File: config.mk
export PLATFORM = sky130hd
export DESIGN_NAME = ex_mem_skid_flat
export DESIGN_NICKNAME = d
export VERILOG_FILES = /design/src/rtl/ex_mem_skid_if.sv /design/src/rtl/ex_mem_skid.sv /design/src/flat_wrapper.sv
export SDC_FILE = /design/constraint.sdc
export NUM_CORES = 1
export LEC_CHECK = 0
export ABC_AREA = 1
export CORE_UTILIZATION = 51
export DETAILED_ROUTE_END_ITERATION = 7
export PLACE_DENSITY = 0.8
export SYNTH_ARGS = -nofsm -noshare
export SYNTH_HDL_FRONTEND = slang
export SYNTH_SLANG_ARGS = --single-unit
File: constraint.sdc
create_clock -name clk_i -period 1.8 [get_ports clk_i]
set_input_delay 0.18 -clock clk_i [delete_from_list [all_inputs] [get_ports clk_i]]
set_output_delay 0.18 -clock clk_i [all_outputs]
set_load 0.03 [all_outputs]
File: src/rtl/ex_mem_skid_if.sv
`default_nettype none
// ============================================================================
// Module   : ex_mem_skid_if
// Purpose  : EX->MEM handshake and payload bundle for the ex_mem_skid buffer.
// Revision : 1.0 - initial release
// ============================================================================
interface ex_mem_skid_if #(
    parameter int DATA_W = 32,
    parameter int RD_W   = 5
);
    logic              Flush_i;
    logic              InValid_i;
    logic              InReady_o;
    logic [DATA_W-1:0] AluRes_i;
    logic              Zero_i;
    logic [DATA_W-1:0] StoreData_i;
    logic [RD_W-1:0]   RdAddr_i;
    logic              RegWrite_i;
    logic              MemRead_i;
    logic              MemWrite_i;
    logic              Branch_i;
    logic              OutValid_o;
    logic              OutReady_i;
    logic [DATA_W-1:0] AluRes_o;
    logic [DATA_W-1:0] StoreData_o;
    logic [RD_W-1:0]   RdAddr_o;
    logic              RegWrite_o;
    logic              MemRead_o;
    logic              MemWrite_o;
    logic              BranchTaken_o;
    logic [1:0]        Occupancy_o;

    modport slave (
        input  Flush_i, InValid_i, AluRes_i, Zero_i, StoreData_i, RdAddr_i,
               RegWrite_i, MemRead_i, MemWrite_i, Branch_i, OutReady_i,
        output InReady_o, OutValid_o, AluRes_o, StoreData_o, RdAddr_o,
               RegWrite_o, MemRead_o, MemWrite_o, BranchTaken_o, Occupancy_o
    );

    modport master (
        output Flush_i, InValid_i, AluRes_i, Zero_i, StoreData_i, RdAddr_i,
               RegWrite_i, MemRead_i, MemWrite_i, Branch_i, OutReady_i,
        input  InReady_o, OutValid_o, AluRes_o, StoreData_o, RdAddr_o,
               RegWrite_o, MemRead_o, MemWrite_o, BranchTaken_o, Occupancy_o
    );
endinterface
`default_nettype wire

File: src/rtl/ex_mem_skid.sv
`default_nettype none
// ============================================================================
// Module   : ex_mem_skid
// Purpose  : EX->MEM pipeline register as a 2-entry skid buffer with branch
//            resolution and flush.
// Revision : 1.0 - initial release
// ============================================================================
module ex_mem_skid #(
    parameter int DATA_W = 32,
    parameter int RD_W   = 5
) (
    input  wire              clk_i,
    input  wire              rst_n_i,
    ex_mem_skid_if.slave     bus
);
    typedef enum logic [1:0] {
        EMPTY = 2'd0,
        ONE   = 2'd1,
        FULL  = 2'd2
    } state_t;

    typedef struct packed {
        logic [DATA_W-1:0] alu;
        logic [DATA_W-1:0] store;
        logic [RD_W-1:0]   rd;
        logic              reg_write;
        logic              mem_read;
        logic              mem_write;
        logic              br_taken;
    } payload_t;

    state_t   r_state;
    state_t   w_next_state;
    payload_t r_main;
    payload_t r_skid;
    payload_t w_in_beat;
    logic     w_in_fire;
    logic     w_out_fire;
    logic     w_load_main_in;
    logic     w_load_main_skid;
    logic     w_load_skid_in;

    // Branch outcome is resolved at capture so it travels with its beat.
    assign w_in_beat = '{
        alu:       bus.AluRes_i,
        store:     bus.StoreData_i,
        rd:        bus.RdAddr_i,
        reg_write: bus.RegWrite_i,
        mem_read:  bus.MemRead_i,
        mem_write: bus.MemWrite_i,
        br_taken:  bus.Branch_i & bus.Zero_i
    };

    assign bus.InReady_o  = (r_state != FULL);
    assign bus.OutValid_o = (r_state != EMPTY);
    assign w_in_fire      = bus.InValid_i & bus.InReady_o;
    assign w_out_fire     = bus.OutValid_o & bus.OutReady_i;

    always_comb begin
        w_next_state     = r_state;
        w_load_main_in   = 1'b0;
        w_load_main_skid = 1'b0;
        w_load_skid_in   = 1'b0;
        case (r_state)
            EMPTY: begin
                if (w_in_fire) begin
                    w_next_state   = ONE;
                    w_load_main_in = 1'b1;
                end
            end
            ONE: begin
                if (w_in_fire && w_out_fire) begin
                    w_load_main_in = 1'b1;
                end else if (w_in_fire) begin
                    w_next_state   = FULL;
                    w_load_skid_in = 1'b1;
                end else if (w_out_fire) begin
                    w_next_state   = EMPTY;
                end
            end
            FULL: begin
                if (w_out_fire) begin
                    w_next_state     = ONE;
                    w_load_main_skid = 1'b1;
                end
            end
            default: w_next_state = EMPTY;
        endcase
        // Flush discards any incoming beat; payload registers keep stale data.
        if (bus.Flush_i) begin
            w_next_state     = EMPTY;
            w_load_main_in   = 1'b0;
            w_load_main_skid = 1'b0;
            w_load_skid_in   = 1'b0;
        end
    end

    always_ff @(posedge clk_i or negedge rst_n_i) begin
        if (!rst_n_i) begin
            r_state <= EMPTY;
            r_main  <= '0;
            r_skid  <= '0;
        end else begin
            r_state <= w_next_state;
            if (w_load_main_in) begin
                r_main <= w_in_beat;
            end else if (w_load_main_skid) begin
                r_main <= r_skid;
            end
            if (w_load_skid_in) begin
                r_skid <= w_in_beat;
            end
        end
    end

    assign bus.AluRes_o      = r_main.alu;
    assign bus.StoreData_o   = r_main.store;
    assign bus.RdAddr_o      = r_main.rd;
    assign bus.RegWrite_o    = r_main.reg_write & bus.OutValid_o;
    assign bus.MemRead_o     = r_main.mem_read  & bus.OutValid_o;
    assign bus.MemWrite_o    = r_main.mem_write & bus.OutValid_o;
    assign bus.BranchTaken_o = r_main.br_taken  & bus.OutValid_o;
    assign bus.Occupancy_o   = r_state;
endmodule
`default_nettype wire
File: src/flat_wrapper.sv
// flat-port wrapper written by rule: the top's interface ports become plain ports
module ex_mem_skid_flat 
#(
    parameter int DATA_W = 32,
    parameter int RD_W   = 5
)
  (clk_i, rst_n_i, bus_Flush_i, bus_InValid_i, bus_AluRes_i, bus_Zero_i, bus_StoreData_i, bus_RdAddr_i, bus_RegWrite_i, bus_MemRead_i, bus_MemWrite_i, bus_Branch_i, bus_OutReady_i, bus_InReady_o, bus_OutValid_o, bus_AluRes_o, bus_StoreData_o, bus_RdAddr_o, bus_RegWrite_o, bus_MemRead_o, bus_MemWrite_o, bus_BranchTaken_o, bus_Occupancy_o);
  ex_mem_skid_if #(.DATA_W(DATA_W), .RD_W(RD_W)) bus_i ();
  input  wire clk_i;
  input  wire rst_n_i;
  input wire logic [$bits(bus_i.Flush_i)-1:0] bus_Flush_i;
  input wire logic [$bits(bus_i.InValid_i)-1:0] bus_InValid_i;
  input wire logic [$bits(bus_i.AluRes_i)-1:0] bus_AluRes_i;
  input wire logic [$bits(bus_i.Zero_i)-1:0] bus_Zero_i;
  input wire logic [$bits(bus_i.StoreData_i)-1:0] bus_StoreData_i;
  input wire logic [$bits(bus_i.RdAddr_i)-1:0] bus_RdAddr_i;
  input wire logic [$bits(bus_i.RegWrite_i)-1:0] bus_RegWrite_i;
  input wire logic [$bits(bus_i.MemRead_i)-1:0] bus_MemRead_i;
  input wire logic [$bits(bus_i.MemWrite_i)-1:0] bus_MemWrite_i;
  input wire logic [$bits(bus_i.Branch_i)-1:0] bus_Branch_i;
  input wire logic [$bits(bus_i.OutReady_i)-1:0] bus_OutReady_i;
  output wire logic [$bits(bus_i.InReady_o)-1:0] bus_InReady_o;
  output wire logic [$bits(bus_i.OutValid_o)-1:0] bus_OutValid_o;
  output wire logic [$bits(bus_i.AluRes_o)-1:0] bus_AluRes_o;
  output wire logic [$bits(bus_i.StoreData_o)-1:0] bus_StoreData_o;
  output wire logic [$bits(bus_i.RdAddr_o)-1:0] bus_RdAddr_o;
  output wire logic [$bits(bus_i.RegWrite_o)-1:0] bus_RegWrite_o;
  output wire logic [$bits(bus_i.MemRead_o)-1:0] bus_MemRead_o;
  output wire logic [$bits(bus_i.MemWrite_o)-1:0] bus_MemWrite_o;
  output wire logic [$bits(bus_i.BranchTaken_o)-1:0] bus_BranchTaken_o;
  output wire logic [$bits(bus_i.Occupancy_o)-1:0] bus_Occupancy_o;
  assign bus_i.Flush_i = bus_Flush_i;
  assign bus_i.InValid_i = bus_InValid_i;
  assign bus_i.AluRes_i = bus_AluRes_i;
  assign bus_i.Zero_i = bus_Zero_i;
  assign bus_i.StoreData_i = bus_StoreData_i;
  assign bus_i.RdAddr_i = bus_RdAddr_i;
  assign bus_i.RegWrite_i = bus_RegWrite_i;
  assign bus_i.MemRead_i = bus_MemRead_i;
  assign bus_i.MemWrite_i = bus_MemWrite_i;
  assign bus_i.Branch_i = bus_Branch_i;
  assign bus_i.OutReady_i = bus_OutReady_i;
  assign bus_InReady_o = bus_i.InReady_o;
  assign bus_OutValid_o = bus_i.OutValid_o;
  assign bus_AluRes_o = bus_i.AluRes_o;
  assign bus_StoreData_o = bus_i.StoreData_o;
  assign bus_RdAddr_o = bus_i.RdAddr_o;
  assign bus_RegWrite_o = bus_i.RegWrite_o;
  assign bus_MemRead_o = bus_i.MemRead_o;
  assign bus_MemWrite_o = bus_i.MemWrite_o;
  assign bus_BranchTaken_o = bus_i.BranchTaken_o;
  assign bus_Occupancy_o = bus_i.Occupancy_o;
  ex_mem_skid #(.DATA_W(DATA_W), .RD_W(RD_W)) u_core (.clk_i(clk_i), .rst_n_i(rst_n_i), .bus(bus_i));
endmodule
After elaboration in Yosys (flattened, before gate mapping) --
Index checks and enable logic that the tools add are counted. Widths: inputs -> output; s select.
Word-level totals: bits of input ports 79, output and inout bits 77, bits in registers 148
Cells by class: bitwise gates (word level) 7, reduce and logical (&&, ||, !) cells 5, mux-type cells 19, eq/ne operators 7
Operator list (count):
- $mux 73 | 2
- $mux 2 | 6
- $mux 1 | 9
- $and 1x1->1 | 7
- $ne 3x2->1 const B | 2
- $pmux 2 s3 | 1
- $ne 4x2->1 const B | 1
- $reduce_and 4->1 | 1
- $reduce_bool 2->1 | 2
- $ne 3x3->1 const B | 1
- $eq 2x1->1 const B | 1
- $eq 2x2->1 const B | 1
- $logic_not 2->1 | 1
- $ne 2x2->1 const B | 1
- $pmux 1 s2 | 1
- $logic_and 1x1->1 | 1

Logic depth before layout (Yosys ltp) --
Gate-level depths: netlist of the first run.
word-level depth 7, depth in mapped cells 9, mapped depth without buffers 7

Worst setup path after synthesis of the first run --
OpenSTA, ideal clock, no wires.
path type register to register, start point reg u_core.r_state[1], in the netlist u_core.bus.Occupancy_o[1], end point reg u_core.r_main, in the netlist u_core.bus.AluRes_o[10], setup time 117 ps, clock period less this slack 1794 ps, arrival 1677 ps, cell stages (with the launch flop) 8, buffers on the path 2, slack 6 ps, path through dfrtp_1 -> nand2_1 -> nor2_2 -> nand2_2 -> buf_2 -> buf_2 -> nand3_1 -> nand2_1
Between the ends: longest elaborated chain between the ends 7, elaborated cells on any way between the ends 17
Ends and longest elaborated chain:
- from (decl) | RTL line ex_mem_skid.sv:32 | state_t r_state;
- from (signal assigned) | RTL line ex_mem_skid.sv:104 | r_state <= w_next_state;
- $ne 2x2->1 (*) | RTL line ex_mem_skid.sv:54 | assign bus.InReady_o = (r_state != FULL);
- named net bus_InReady_o | RTL line flat_wrapper.sv:22 | output wire logic [$bits(bus_i.InReady_o)-1:0] bus_InReady_o;
- $and 1x1->1 (*) | RTL line ex_mem_skid.sv:56 | assign w_in_fire = bus.InValid_i & bus.InReady_o;
- $logic_and 1x1->1 | RTL line ex_mem_skid.sv:72 | if (w_in_fire && w_out_fire) begin
- $mux 1 | RTL line ex_mem_skid.sv:72
- $pmux 1 s2 (*) | RTL line ex_mem_skid.sv:64 | case (r_state)
- $mux 1 (*) | RTL line ex_mem_skid.sv:90 | if (bus.Flush_i) begin
- $mux 73 or $reduce_bool 2->1 (tied branches)
- to (signal assigned) | RTL line ex_mem_skid.sv:106 | r_main <= w_in_beat;
- to (signal assigned) | RTL line ex_mem_skid.sv:108 | r_main <= r_skid;
- to (decl) | RTL line ex_mem_skid.sv:34 | payload_t r_main;
The timed path passes the listed nets; every way through them passes the cells marked *. A chain may end at the register's enable or synchronous reset.

Worst setup path after layout of the first run --
start point reg u_core.r_state[1], in the netlist u_core.bus.Occupancy_o[1], end point reg u_core.r_main, in the netlist u_core.bus.StoreData_o[0]
Between the ends: longest elaborated chain between the ends 7, elaborated cells on any way between the ends 17
Ends and longest elaborated chain (RTL line):
- $ne 2x2->1 or $reduce_bool 2->1 (tied branches) | ex_mem_skid.sv:54, ex_mem_skid.sv:55
- $and 1x1->1 (on tied branches) | ex_mem_skid.sv:56, ex_mem_skid.sv:57
- $logic_and 1x1->1 | ex_mem_skid.sv:72
- $mux 1 | ex_mem_skid.sv:72
- $pmux 1 s2 | ex_mem_skid.sv:64
- $mux 1 | ex_mem_skid.sv:90
- $mux 73 or $reduce_bool 2->1 (tied branches)
Parallel ways exist; a longest one is shown, timed or not.

==> results of run 1 <==
==> through the flow <==
| stage | instances | power [mW] |
|---|---|---|
| CTS | 1162 | 14.01 |
| detailed placement | 1129 | 10.68 |
| finish | 1162 | 13.90 |
| global placement | 1129 | 10.49 |
| floorplan | 892 | 9.380 |
| global route | 1162 | 14.78 |
==> sequential cells by signal, indices dropped and copies added, names as in the netlist <==
signal,cells
u_core.bus.Occupancy_o,2
u_core.bus.AluRes_o,32
u_core.r_main,4
u_core.bus.StoreData_o,32
u_core.r_skid,73
u_core.bus.RdAddr_o,5
==> how the worst max path moves through the flow <==
stage / startpoint / slack (ns) / endpoint / depth (start not counted)
after floorplan: u_core.bus.Occupancy_o[1] / 0.006 / u_core.bus.AluRes_o[10] / 7
after global placement: bus_Flush_i / 0.10 / u_core.bus.StoreData_o[23] / 8
after detailed placement: bus_Flush_i / 0.04 / u_core.bus.RdAddr_o[2] / 8
after CTS: u_core.bus.Occupancy_o[0] / -0.01 / bus_Occupancy_o[0] / 1
after global routing: u_core.bus.Occupancy_o[1] / 0.01 / u_core.bus.StoreData_o[21] / 7
final: u_core.bus.Occupancy_o[1] / 0.15 / u_core.bus.StoreData_o[0] / 8
==> cells in the mapped netlist, drive strengths merged <==
cell type,number
nor3,1
clkbuf,24
nand2,294
a21oi,2
dfrtp,148
o21ai,146
buf,100
nand4,6
nand3,77
nor2,9
inv,85
==> cell families after synthesis <==
group,after synthesis,synth area share
flip-flops,148,0.5197
AO/OA/AOI/OAI,148,0.1039
AND/OR/NAND/NOR,387,0.2217
buffers and inverters,209,0.1547
==> layer usage <==
| layer | vias up | track usage | routed length (um) |
|---|---|---|---|
| met3 | 17 | 0.06321 | 975 |
| met2 | 168 | 0.3718 | 7611 |
| met1 | 2735 | 0.2988 | 6968 |
| li1 | 2900 | - | - |
| met4 | 0 | 0.08333 | 241 |
| met5 | - | 0 | 0 |
==> report_power, final <==
| group | switching [mW] | total (mW) | internal (mW) |
|---|---|---|---|
| sequential | 0.770 | 5.46 | 4.69 |
| clock | 1.33 | 3.28 | 1.95 |
| combinational | 2.94 | 5.15 | 2.21 |
==> worst max-delay path: cells and delay by family, from the launching register on <==
| kind | cells | cell delay (ns) |
|---|---|---|
| flops | 1 | 0.39 |
| buf+inv | 3 | 0.59 |
| simple gates | 4 | 0.47 |
| compound gates | 1 | 0.12 |
==> timing repair <==
item,CTS,global route
hold buffers,1,0
hold endpoints to repair,41,0
setup endpoints to repair,5,14
resized for setup,7,11
==> cell type report <==
type | instances | share of cell area
Sequential cell | 148 | 0.4091
Multi-Input combinational cell | 535 | 0.2594
Timing Repair Buffer | 186 | 0.2117
Clock buffer | 21 | 0.05086
Inverter | 85 | 0.03524
Tap cell | 176 | 0.02432
Clock inverter | 11 | 0.009397
==> results.cfg, run 1 <==
[clock_network]
ctsRootBufferMaster = clkbuf_16
clock_sinks = 148
cts_max_level = 4
postCtsSetupRepairBufs = 0
clk_path_buf_depth = 2
tritoncts = built
clk_pin_slew_ns = 0.06
cts_buffers = 17
clk_latency_ns = 0.41

[worst_setup_path]
cpPeakStageDelay_ns = 0.39
r2r_start = u_core.bus.Occupancy_o[1]
worstSetupPathType = reg -> reg
crit_path_cell_trace = buf_4 -> nor2_2 -> nand3_4 -> buf_12 -> buf_4 -> o21ai_1 -> nand2_1 -> nand2_1
r2r-end = u_core.bus.StoreData_o[0]
end_kind = flop
startpoint_type = flop
slowest_stage = dfrtp_1
r2r_slack_ns = 0.15
cp.required_ns = 2.15
arrival_ns = 2.01
ff2ff_path_depth = 8
cp_max_fo = 73

[timing]
hold_ws_ns = 0.2699
worst_slack_ns = 0.1456
finalCritPeriodShare = 0.9191
worst_clock_skew_ns = 0.005346
hold_violations = 0
setup-tns-final_ns = 0
slew_headroom = 0.7080
tightest_slew_ns = 0.4380
slew_violations = 0
fmax_mhz = 604.4
rsz0062_at_grt = false
setup_violations = 0
layout_min_cycle_time_ns = 1.654

[finish]
areaGrowthSynthToFinish_pct = 27.04
fill_cells = 1102
antenna_cells = 0
fin_util = 0.6730
final_nets = 1052
final_cell_mix = nand2_1, dfrtp_1, clkdlybuf4s50_1
finalInstanceArea_um2 = 9054
mostFrequentLayoutCell = nand2_1
seq_area_um2 = 3704
multi_input_area_um2 = 2349
drive_gt1_frac = 0.07404

[drt]
via_per_inst = 5.009
wirelength_um = 15800
vias = 5820
drtIter0Drc = 393
first_pass_iters = 5
drc_errors = 0
routedWlPerCell_um = 13.59
postRouteAntennaNets = 0

[placement]
dpl_cell_area_um2 = 8509
place_ws_ns = 0.03992
io_buffers = 155
dpl.hpwl_um = 10500
gp_congestion = 0.7784

[power]
ir_worst_vdd_uv = 853.7
p_leak_nw = 4.617
p_per_area_nw_per_um2 = 1535

[global_route]
grt_pass1_vias = 5503
grt_pass1_wl_um = 26190
track_usage = 0.2307
grt_max_degree = 74
grt_overflow = 0
antenna_found_initial = 0

[synth]
syn_inst = 892
yosys_warnings = 0
netlist_area_um2 = 7127
netlist_top_cells_area = dfrtp_1, nand2_1, o21ai_0, buf_4, nand3_1
seq_area_frac_synth = 0.5197
synth_cell_type_count = 17
synth_seq_cells = 148
synthesis.nets = 971
yosysTopAreaCell = dfrtp_1
synth_top_area_frac = 0.5197
syn_avg_cell_area_um2 = 7.990

[job]
drv_cap = 0

[floorplan]
io_pins = 156
fp-row-count = 42
start_util = 0.5298
core-area_um2 = 13450
die_w_um = 120.2
die_height_um = 120.2
die_area_um2 = 14450

[outcome]
status = completed

[min_path]
worstHoldPathType = in -> async
Power figures use the tool's default switching activity.
==> inputs of run 2 (changes only) <==
--- a/config.mk
+++ b/config.mk
@@ -6,6 +6,7 @@
 export NUM_CORES = 1
 export LEC_CHECK = 0
 export ABC_AREA = 1
+export CAP_MARGIN = 20
 export CORE_UTILIZATION = 51
 export DETAILED_ROUTE_END_ITERATION = 7
 export PLACE_DENSITY = 0.8
==> results of run 2 <==
The final DEF is identical to that of run 1; final timing and power are the same.
==> inputs of run 3 (changes only) <==
--- a/config.mk
+++ b/config.mk
@@ -7,6 +7,7 @@
 export LEC_CHECK = 0
 export ABC_AREA = 1
 export CAP_MARGIN = 20
+export CORE_MARGIN = 4
 export CORE_UTILIZATION = 51
 export DETAILED_ROUTE_END_ITERATION = 7
 export PLACE_DENSITY = 0.8
==> run 3 against run 2 <==
- sequential share of layout area is essentially flat
- register-to-register slack gained 0.08 ns
- global-route usage shrank 2.3 points
- sequential power is essentially flat
- non-clock buffer count shrank 5
- critical path depth shrank 5
- count of clock-buffer cells in the layout is the same
- utilization grew 0.056 points
- critical endpoint is now bus_OutValid_o
- largest cell class unchanged
==> results.cfg, run 3 (synthesized netlist as in run 1, its figures left out) <==
[timing]
tightest_slew_ns = 0.4730
hold_ws_ns = 0.2623
slew_headroom = 0.6846
slew_violations = 0
layout_min_cycle_time_ns = 1.669
setup-tns-final_ns = 0
rsz0062_at_grt = false
fmax_mhz = 599.1
hold_violations = 0
finalCritPeriodShare = 0.9274
worst_clock_skew_ns = 0.01707
setup_violations = 0

[power]
finalPower_mw = 14.19
p_per_area_nw_per_um2 = 1566
p_leak_nw = 4.603
ir_worst_vdd_uv = 877.0

[finish]
largest_register_ffs = 73
fin_util = 0.6735
finalInstanceArea_um2 = 9061
fill_cells = 1096
seq_area_um2 = 3704
antenna_cells = 0
drive_gt1_frac = 0.06837
final_nets = 1047
top_register = u_core.r_skid
mostFrequentLayoutCell = nand2_1
areaGrowthSynthToFinish_pct = 27.14
multi_input_area_um2 = 2341
final_cell_mix = nand2_1, dfrtp_1, clkdlybuf4s50_1

[drt]
top_layer = met4
met3_length_um = 1157
first_pass_iters = 7
wirelength_um = 15980
routedWlPerCell_um = 13.82
vias = 5743
drt-met1-wl_um = 7100
postRouteAntennaNets = 0
route.met2.wl_um = 7628
drc_errors = 0
via_per_inst = 4.968
drtIter0Drc = 489

[worst_setup_path]
r2r_start = u_core.bus.Occupancy_o[0]
arrival_ns = 1.49
end_kind = output pin
cp_max_fo = 5
ff2ff_path_depth = 8
r2r_slack_ns = 0.23
r2r-end = u_core.r_main[1]
worstSetupPathType = reg -> out
cp.required_ns = 1.62
startpoint_type = flop

[min_path]
worstHoldPathType = in -> async

[floorplan]
die_area_um2 = 15930
start_util = 0.5298
die_height_um = 126.2
fp-row-count = 42
die_w_um = 126.2
core-area_um2 = 13450
io_pins = 156

[global_route]
grt_pass1_wl_um = 27000
grt_overflow = 0
grt_pass1_vias = 5455
track_usage = 0.2076
antenna_found_initial = 0
grt_max_degree = 64

[clock_network]
cts_buffers = 17
ctsRootBufferMaster = clkbuf_16
clk_pin_slew_ns = 0.06
postCtsSetupRepairBufs = 0
clock_sinks = 148
cts_max_level = 4
clk_latency_ns = 0.43
tritoncts = built
clk_path_buf_depth = 2

[placement]
io_buffers = 155
dpl.hpwl_um = 10630
dpl_cell_area_um2 = 8469
gp_congestion = 0.7938

[job]
drv_cap = 0

[outcome]
status = completed
## run 3: cell types whose count changed in the layout (fill, tap and decap cells not counted), sizes merged, moves of 2 or more
cell         before  now
buf              32   28
bufinv            1    3
clkinv            8    5
dlygate4sd2       1    3
## run 3: cell type report
| class | count | area share |
|---|---|---|
| sequential | 148 | 0.4087 |
| inverter | 85 | 0.03521 |
| timing repair buffer | 181 | 0.2071 |
| clock buffer | 21 | 0.05192 |
| multi-input combinational | 535 | 0.2584 |
| clock inverter | 10 | 0.01436 |
| tap | 176 | 0.02430 |
## run 3: worst max path at each step
stage	to	cells after the start	from
floorplan	u_core.bus.AluRes_o[10]	7	u_core.bus.Occupancy_o[1]
global placement	u_core.r_main[1]	8	bus_OutReady_i
detailed placement	u_core.r_main[3]	8	bus_OutReady_i
CTS	bus_InReady_o	3	u_core.bus.Occupancy_o[0]
global route	u_core.r_main[1]	8	u_core.bus.Occupancy_o[0]
finish	bus_OutValid_o	3	u_core.bus.Occupancy_o[0]
## run 3: where the power goes
part	switching [mW]	internal, mW
Combinational	2.95	2.20
Sequential	0.751	4.69
Clock	1.32	2.27
Total	5.02	9.16
## run 3: metrics by stage
stage	worst slack (ns)	std cells
6_report	0.1308	1156
5_1_grt	0.03650	1156
4_1_cts	0.06111	1156
3_5_place_dp	0.07789	1124
3_3_place_gp	0.1237	1124
2_1_floorplan	0.005755	892
## run 3: what timing repair did
action / CTS / global route
gates resized for setup: 6 / 6
cloned: 0 / 0
hold endpoints to repair: 45 / 0
hold buffers: 1 / 0
endpoints found under the setup margin: 6 / 3
## run 3: per-layer routing
layer  vias to the layer above  GRT usage
met3                         8    0.06647
li1                       2886          -
met5                         -          0
met4                         0    0.06120
met2                       176     0.3189
met1                      2673     0.2845
## run 3: worst max-delay path: stages (launching register included)
cell and delay, ns:
dfrtp_1 0.43, inv_1 0.11, nand2_1 0.09, dlygate4sd2_1 0.42
